File: config.mk
export PLATFORM = sky130hd
export DESIGN_NAME = setpoint_ctrl
export DESIGN_NICKNAME = d
export VERILOG_FILES = /design/src/rtl/setpoint_ctrl.sv
export SDC_FILE = /design/constraint.sdc
export NUM_CORES = 1
export LEC_CHECK = 0
export CORE_MARGIN = 2
export CORE_UTILIZATION = 28
export DETAILED_ROUTE_END_ITERATION = 10
export MAX_ROUTING_LAYER = met4
export PLACE_DENSITY = 0.43
export SYNTH_ARGS = -nofsm -noshare
export SYNTH_HDL_FRONTEND = slang
export SYNTH_SLANG_ARGS = --single-unit
File: constraint.sdc
create_clock -name clk -period 3.3 [get_ports clk]
set_input_delay 0.33 -clock clk [delete_from_list [all_inputs] [get_ports clk]]
set_output_delay 0.33 -clock clk [all_outputs]
set_load 0.05 [all_outputs]
File: src/rtl/setpoint_ctrl.sv
// setpoint_ctrl: holds one committed setpoint per channel and runs a single
// edit session (step up/down with saturation, hold-to-repeat, confirm,
// cancel on mode exit or inactivity timeout) while the mode FSM is in the
// setpoint-edit state.
//
// Pulse semantics: commit and cancel are single-cycle strobes that are
// mutually exclusive. set_val is already updated in the cycle commit is high.
// The FSM state is visible on the editing output (high exactly in EDIT).
module setpoint_ctrl #(
    parameter int          WIDTH        = 8,
    parameter int          NUM_CH       = 2,
    parameter int          CH_W         = (NUM_CH > 1) ? $clog2(NUM_CH) : 1,
    parameter int          STEP         = 1,
    parameter int          MIN_VAL      = 0,
    parameter int          MAX_VAL      = (1 << WIDTH) - 1,
    parameter int          INIT_VAL     = 24,
    parameter logic [1:0]  EDIT_CODE    = 2'b11,
    parameter int          REPEAT_DELAY = 50_000_000,
    parameter int          REPEAT_RATE  = 10_000_000,
    parameter int          TIMEOUT      = 500_000_000
) (
    input  logic                      clk,
    input  logic                      reset,
    input  logic [4:0]                rise_button,
    input  logic [4:0]                hold_button,
    input  logic [1:0]                mode_state,
    input  logic [CH_W-1:0]           ch_sel,
    input  logic [NUM_CH*WIDTH-1:0]   cur_value,
    output logic [NUM_CH*WIDTH-1:0]   set_val,
    output logic [WIDTH-1:0]          work_val,
    output logic [CH_W-1:0]           edit_ch,
    output logic                      editing,
    output logic                      commit,
    output logic                      cancel
);

    // Bounds and step widened by one bit so step arithmetic never wraps.
    localparam logic [WIDTH:0] MIN_X  = (WIDTH+1)'(MIN_VAL);
    localparam logic [WIDTH:0] MAX_X  = (WIDTH+1)'(MAX_VAL);
    localparam logic [WIDTH:0] STEP_X = (WIDTH+1)'(STEP);
    localparam logic [WIDTH-1:0] INIT_W = WIDTH'(INIT_VAL);

    typedef enum logic {
        S_IDLE = 1'b0,
        S_EDIT = 1'b1
    } state_t;

    state_t            r_state;
    logic [WIDTH-1:0]  r_set [NUM_CH];
    logic [WIDTH-1:0]  r_work;
    logic [CH_W-1:0]   r_edit_ch;
    logic              r_commit;
    logic              r_cancel;
    logic              r_prev_edit;
    logic              r_rep_run;
    logic [31:0]       r_rep_cnt;
    logic [31:0]       r_to_cnt;

    logic [WIDTH-1:0]  w_cur [NUM_CH];
    logic              w_mode_edit;
    logic              w_entry;
    logic [CH_W-1:0]   w_sel_ch;
    logic [WIDTH-1:0]  w_entry_raw;
    logic [WIDTH-1:0]  w_entry_val;
    logic [WIDTH:0]    w_up_sum;
    logic [WIDTH:0]    w_dn_diff;
    logic [WIDTH-1:0]  w_up_val;
    logic [WIDTH-1:0]  w_dn_val;
    logic              w_hold_one;
    logic [31:0]       w_rep_lim;
    logic              w_rep_fire;
    logic              w_any_step_rise;
    logic              w_do_up;
    logic              w_do_dn;
    logic              w_activity;
    logic              w_timeout;
    logic              w_unused_bits;

    // Unpack live values and pack committed setpoints.
    for (genvar g = 0; g < NUM_CH; g++) begin : g_pack
        assign w_cur[g]                   = cur_value[g*WIDTH +: WIDTH];
        assign set_val[g*WIDTH +: WIDTH]  = r_set[g];
    end

    assign w_unused_bits = ^{rise_button[3], rise_button[1], hold_button[3:1]};

    // Session entry detection, channel mapping and entry clamp.
    always_comb begin
        w_mode_edit = (mode_state == EDIT_CODE);
        w_entry     = w_mode_edit && !r_prev_edit;
        w_sel_ch    = (32'(ch_sel) < NUM_CH) ? ch_sel : '0;
        w_entry_raw = w_cur[w_sel_ch];
        if ({1'b0, w_entry_raw} < MIN_X)
            w_entry_val = MIN_X[WIDTH-1:0];
        else if ({1'b0, w_entry_raw} > MAX_X)
            w_entry_val = MAX_X[WIDTH-1:0];
        else
            w_entry_val = w_entry_raw;
    end

    // Saturating step results, computed one bit wider than the value.
    always_comb begin
        w_up_sum  = {1'b0, r_work} + STEP_X;
        w_dn_diff = {1'b0, r_work} - STEP_X;
        w_up_val  = (w_up_sum > MAX_X) ? MAX_X[WIDTH-1:0] : w_up_sum[WIDTH-1:0];
        w_dn_val  = (({1'b0, r_work} < STEP_X) || (w_dn_diff < MIN_X))
                    ? MIN_X[WIDTH-1:0] : w_dn_diff[WIDTH-1:0];
    end

    // Step source selection: edge pulses win over auto-repeat; up+down cancels.
    always_comb begin
        w_hold_one      = hold_button[0] ^ hold_button[4];
        w_rep_lim       = r_rep_run ? 32'(REPEAT_RATE - 1) : 32'(REPEAT_DELAY - 1);
        w_rep_fire      = w_hold_one && (r_rep_cnt == w_rep_lim);
        w_any_step_rise = rise_button[0] | rise_button[4];
        if (w_any_step_rise) begin
            w_do_up = rise_button[0] & ~rise_button[4];
            w_do_dn = rise_button[4] & ~rise_button[0];
        end else begin
            w_do_up = w_rep_fire & hold_button[0];
            w_do_dn = w_rep_fire & hold_button[4];
        end
        w_activity = rise_button[0] | rise_button[2] | rise_button[4] | w_rep_fire;
        w_timeout  = !w_activity && (r_to_cnt == 32'(TIMEOUT - 1));
    end

    // Session FSM with all outputs registered.
    always_ff @(posedge clk or negedge reset) begin
        if (!reset) begin
            r_state     <= S_IDLE;
            for (int c = 0; c < NUM_CH; c++) r_set[c] <= INIT_W;
            r_work      <= INIT_W;
            r_edit_ch   <= '0;
            r_commit    <= 1'b0;
            r_cancel    <= 1'b0;
            r_prev_edit <= 1'b0;
            r_rep_run   <= 1'b0;
            r_rep_cnt   <= '0;
            r_to_cnt    <= '0;
        end else begin
            r_commit    <= 1'b0;
            r_cancel    <= 1'b0;
            r_prev_edit <= w_mode_edit;
            case (r_state)
                S_IDLE: begin
                    if (w_entry) begin
                        r_state   <= S_EDIT;
                        r_edit_ch <= w_sel_ch;
                        r_work    <= w_entry_val;
                        r_rep_run <= 1'b0;
                        r_rep_cnt <= '0;
                        r_to_cnt  <= '0;
                    end
                end
                S_EDIT: begin
                    if (rise_button[2]) begin
                        // Commit the pre-step value even if a step arrives together.
                        r_set[r_edit_ch] <= r_work;
                        r_commit         <= 1'b1;
                        r_state          <= S_IDLE;
                    end else if (!w_mode_edit || w_timeout) begin
                        r_work   <= r_set[r_edit_ch];
                        r_cancel <= 1'b1;
                        r_state  <= S_IDLE;
                    end else begin
                        if (w_do_up)
                            r_work <= w_up_val;
                        else if (w_do_dn)
                            r_work <= w_dn_val;

                        if (!w_hold_one) begin
                            r_rep_cnt <= '0;
                            r_rep_run <= 1'b0;
                        end else if (w_rep_fire) begin
                            r_rep_cnt <= '0;
                            r_rep_run <= 1'b1;
                        end else begin
                            r_rep_cnt <= r_rep_cnt + 32'd1;
                        end

                        r_to_cnt <= w_activity ? '0 : r_to_cnt + 32'd1;
                    end
                end
                default: r_state <= S_IDLE;
            endcase
        end
    end

    assign work_val = r_work;
    assign edit_ch  = r_edit_ch;
    assign editing  = (r_state == S_EDIT);
    assign commit   = r_commit;
    assign cancel   = r_cancel;

endmodule

# Word level (Yosys, flattened, before mapping)
# Index checks and enable logic that the tools add are counted.
[classes] add_sub_neg=4 order_cmp=6 n_eq_ne=8 muxes=45 bitwise_logic=14 n_reduce_logical=14
[ops] operator="32-bit 2-to-1 mux" n=8
[ops] operator="32-bit one-hot mux with 2 select lines" n=2
[ops] operator="8-bit 2-to-1 mux" n=14
[ops] operator="32-bit by 1-bit adder with 32-bit output, second input constant" n=2
[ops] operator="32-bit by 26-bit equality test with 1-bit output" n=1
[ops] operator="32-bit by 29-bit equality test with 1-bit output, second input constant" n=1
[ops] operator="26-bit 2-to-1 mux" n=1
[ops] operator="16-bit bitwise mux" n=1
[ops] operator="8-bit one-hot mux with 2 select lines" n=1
[ops] operator="1-bit 2-to-1 mux" n=15
[ops] operator="8-bit by 1-bit adder with 9-bit output, second input constant" n=1
[ops] operator="9-bit by 8-bit greater-than comparator with 1-bit output, second input constant" n=1
[ops] operator="9-bit by 1-bit less-than comparator with 1-bit output, second input constant" n=1
[ops] operator="8-bit by 1-bit subtractor with 9-bit output, second input constant" n=1
[ops] operator="8-bit demux with 1-bit select" n=1
[ops] operator="8-bit by 1-bit less-than comparator with 1-bit output, second input constant" n=1
[ops] operator="2-bit != test, second input constant" n=3
[ops] operator="3-bit AND reduction" n=2
[ops] operator="1-bit bitwise AND" n=4
[ops] operator="2-bit greater-or-equal comparator, second input constant" n=2
[ops] operator="1-bit logical AND" n=4
[ops] operator="4-bit by 1-bit != test with 1-bit output, second input constant" n=1
[ops] operator="1-bit NOT with 2-bit output" n=2
[ops] operator="1-bit bitwise OR" n=4
[ops] operator="10 further kinds" n=17
[word_totals] ff_bits=94 input_bits=31 output_inout_bits=28 word_cells=102

# Logic depth before layout (Yosys ltp)
[depth] depth_word=10 mapped_depth=12 ltp_nobuf=9

# Worst setup path after synthesis
# Ideal clock, no wire load.
[synth_timing] kind="register -> register" start="register r_rep_cnt[17]" end="register r_to_cnt[30]" setup_time_ns=0.110 t_arrival_ns=2.588 required_time_ns=3.190 slack_ns=0.602 stages_incl_launch_ff=12 n_path_buf=4 synth_period_minus_slack_ns=2.698 path_cell_list="dfrtp_1 buf_2 nand4_1 or4b_4 a2111o_1 a21oi_2 o21ai_2 buf_6 or2_1 buf_6 buf_6 o41ai_1"
[synth_via] elab_chain_len=8 elab_cells_between_ends=12 cone_classes="2 x eq/ne; 4 x mux; 1 x bitwise; 5 x reduce/logical"
[synth_rtl] item="start, declared" line="56" source="logic [31:0] r_rep_cnt;"
[synth_rtl] item="start signal, assigned" line="178" source="r_rep_cnt <= r_rep_cnt + 32'd1;"
[synth_rtl] item="32-bit by 26-bit equality test with 1-bit output *" line="114" source="w_rep_fire = w_hold_one && (r_rep_cnt == w_rep_lim);"
[synth_rtl] item="1-bit logical AND *" line="114"
[synth_rtl] item="1-bit bitwise OR *" line="123" source="w_activity = rise_button[0] | rise_button[2] | rise_button[4] | w_rep_fire;"
[synth_rtl] item="1-bit zero test" line="124" source="w_timeout = !w_activity && (r_to_cnt == 32'(TIMEOUT - 1));"
[synth_rtl] item="1-bit logical AND" line="124"
[synth_rtl] item="1-bit logical OR" line="161" source="end else if (!w_mode_edit || w_timeout) begin"
[synth_rtl] item="2-bit != test (no line)"
[synth_rtl] item="3-bit AND reduction (no line)"
[synth_rtl] item="end signal, assigned" line="181" source="r_to_cnt <= w_activity ? '0 : r_to_cnt + 32'd1;"
[synth_rtl] item="end, declared" line="57" source="logic [31:0] r_to_cnt;"
# Mark *: on every way between the ends. The rest lies on a longest branch, timed or not. The select of a mux whose other input is x is not followed.
# A chain may end at the register's enable or synchronous reset.

# Worst setup path in the final report
[layout_timing] start="register r_rep_cnt[25]" end="register r_rep_cnt[27]"
[layout_via] elab_chain_len=8 elab_cells_between_ends=14 cone_classes="1 x add/sub; 2 x eq/ne; 5 x mux; 1 x bitwise; 5 x reduce/logical"
[layout_rtl] item="parallel branches: the longest is 8 deep, another holds 32-bit by 1-bit adder with 32-bit output"
# Several ways; the timed one is not identified. The select of a mux whose other input is x is not followed.

==> impl_metrics.csv <==
group,metric,value,unit
setup_path,cp-endpoint,"r_rep_cnt[27]",
routing,wirelength,17.1,mm
timing,clock_skew,0.00923,ns
worst_hold_path,worstHoldPathCells,1,
floorplanning,core_area,20200,sq um
synth,synth.distinct_cells,60,
job,maxCapViolations,0,
setup_path,r2r_end,"r_rep_cnt[27]",
setup_path,cp.depth,7,
run_status,status,"finished, final reports clean",
floorplanning,io_pins,59,
timing,period_share,89.8,%
floorplanning,dieWidth,147,microns
setup_path,cp-end-kind,"flip-flop",
routing,wl_per_cell,17.4,microns
layout,final_common_cell,"dfrtp_1",
setup_path,critical_path_buf_inv_count,0,
floorplanning,num_rows,52,
timing,fin_tns_setup,0,ns
clock_tree,clk_path_buf_depth,2,
power_and_ir_drop,p_per_area,540,nW/um^2
place,dp_hpwl,12.1,mm
setup_path,critPathMaxFanout,7,
routing,drt_first_pass_iters,7,
routing,drt-initial-drc-count,336,
layout,fillerInstances,2082,
global_route,grt_max_degree,57,
clock_tree,cts_tree,"yes",
timing,maxSlewHeadroom,29.9,%
synth,yosysSeqAreaShare,41.1,%
setup_path,startpoint_type,"flip-flop",
timing,final.min_clock_period,2.96,ns
routing,routed_via_density,5.39,
setup_path,slowest_stage,"or4b_4",
layout,nNetsFinal,744,
layout,area_growth,20.0,%
synth,synth_edf_count,0,
layout,antennaDiodeCount,0,
setup_path,critical_path_class,"flip-flop to flip-flop",
clock_tree,clk_transition_reported_paths,0.08,ns
synth,synth_nets,705,
setup_path,critPathMaxStageDelay,0.55,ns
synth,synthesis.instances,669,
floorplanning,dieArea,21600,sq um
synth,synthArstFlopShare,100,%
timing,slew_violations,0,
global_route,antenna_found_initial,0,
global_route,grt_pass1_wl,27.6,mm
clock_tree,cts_made_buffers,9,
setup_path,cp.arrival,3.20,ns
layout,multi_input_comb_area,3120,sq um
routing,drtAntennaViolNets,0,
timing,rsz0062_at_grt,"no",
routing,route.detailed.drc,0,
setup_path,worst-r2r-cell-count,7,
timing,hold_viol_final,0,
clock_tree,cts_resized,0,
synth,synth.avg_cell_area,8.57,sq um
floorplanning,start_util,28.4,%
synth,ys_ff_latch,94,
setup_path,crit_start,"r_rep_cnt[25]",
routing,num_vias,5303,
power_and_ir_drop,p_leak,2.72,nW
clock_tree,htreeDepth,3,
clock_tree,post_cts_buffers,0,
timing,worstMarginPinSlew,1.05,ns
synth,synth_ff_type,"dfrtp_1",
clock_tree,cts-root-buf,"clkbuf_16",
setup_path,crit-reg2reg-launch,"r_rep_cnt[25]",
setup_path,r2r_slack,0.34,ns
global_route,grt_usage,16.4,%
synth,syn_area,5740,sq um
global_route,grt-ovfl-total,0,
synth,ys_warn_count,0,
place,routabilityCongestion,0.878,
setup_path,critPathTopFamily,"simple AND/OR/NAND/NOR gates",
floorplanning,die_h,147,microns
power_and_ir_drop,peakVddDrop,0.000270,V
place,io_buffers,53,
layout,layout_common_cells,"dfrtp_1, o21ai_0, nand2_1, nor2_1, clkdlybuf4s50_1",
clock_tree,insertion_delay,0.35,ns
setup_path,cp.required,3.53,ns
clock_tree,numClockSinks,94,
worst_hold_path,hold_class,"flip-flop to flip-flop",
global_route,grt_pass1_vias,4978,
timing,whs,0.482,ns
setup_path,worstPathCellList,"nand4_1 -> or4b_4 -> a2111o_1 -> a21o_1 -> nor3_2 -> nand2_1 -> o41ai_1",
timing,max_clock_freq,0.337,GHz
layout,layout-drive-gt1-share,9.68,%
timing,setup_viol,0,
layout,seqCellArea,2360,sq um
## worst min-delay path by stage
stage | start | to | slack [ns]
final | r_to_cnt[31] | r_to_cnt[31] | 0.48
after detailed placement | reset | r_rep_cnt[0] | 0.37
after CTS | r_to_cnt[7] | r_to_cnt[7] | 0.49
after floorplan | reset | cancel | 0.03
after global routing | r_to_cnt[7] | r_to_cnt[7] | 0.52
after global placement | reset | r_rep_cnt[0] | 0.37
## final cells by class
type                       instances  share of cell area, %
timing repair buffer              74                   10.5
inverter                          15                  0.818
multi-input combinational        514                   45.3
tap                              270                   4.91
clock inverter                     7                  0.909
clock buffer                       9                   3.27
sequential                        94                   34.3
## layer usage
metal  wire length [microns]  global-route usage [%]  vias to the layer above  part of all wire, %
met2                    7670                    24.2                      121                   45
met4                     169                    3.17                        0                 0.99
met1                    8620                    23.7                     2589                   50
met5                       0                       -                        -                    0
li1                        -                       -                     2580                    -
met3                     643                    2.76                       13                  3.8
## state kept, by name (all words and copies together), names as in the netlist
signal and flops:
edit_ch 1, work_val 8, r_rep_cnt 32, cancel 1, editing 1, r_rep_run 1, r_prev_edit 1, r_to_cnt 32
set_val 16, commit 1
## power breakdown
group	switching, mW	internal [mW]
Sequential	0.178	1.29
Combinational	0.767	0.433
Clock	0.518	0.530
Total	1.46	2.25
## synth_stat cells (all sizes together), types with 5 or more instances
cell type,n,share of area [%]
dfrtp,88,38
o21ai,81,7.1
nand2,68,4.5
nor2,52,3.4
clkbuf,37,2.4
nand3,37,3.2
a31oi,33,3.6
a21oi,24,2.2
o31ai,23,3.0
and3,19,2.1
mux2,16,3.1
inv,15,0.98
nand4,13,1.4
nor2b,12,1.3
and2,11,1.2
mux2i,11,1.9
o41ai,11,1.7
nor3,10,0.96
buf,9,1.2
nor4,9,0.98
and4,8,1.2
a211oi,6,0.87
dfstp,6,2.7
nor4b,6,0.92
ha,5,1.1
nand2b,5,0.55
or3,5,0.55
xor2,5,0.76
## cells by family after synthesis
family,Yosys count,synth area share [%]
and+or+nand+nor,270,24.4
adders and majority gates,5,1.09
xor gates and xnor gates,8,1.22
AOI/OAI and AO/OA,204,22.4
buffers and inverters,61,4.62
DFF,94,41.1
muxes,27,5.06
## metrics by stage
step / std cells / power, mW / setup WS (ns) / cell area [sq um] / util, %
6_report: 983 / 3.72 / 0.336 / 6890 / 34.1
3_5_place_dp: 966 / 2.69 / 0.248 / 6590 / 32.7
2_1_floorplan: 669 / 2.22 / 0.602 / 5740 / -
4_1_cts: 983 / 3.75 / 0.305 / 6890 / 34.1
5_1_grt: 983 / 3.89 / 0.191 / 6890 / 34.1
3_3_place_gp: 966 / 2.69 / 0.296 / 6590 / 32.7
## repair_timing
action | CTS | global route
setup endpoints to repair | 0 | 0
hold endpoints to repair | 17 | 0
hold buffers | 1 | 0
(Power assumes the default switching activity.)
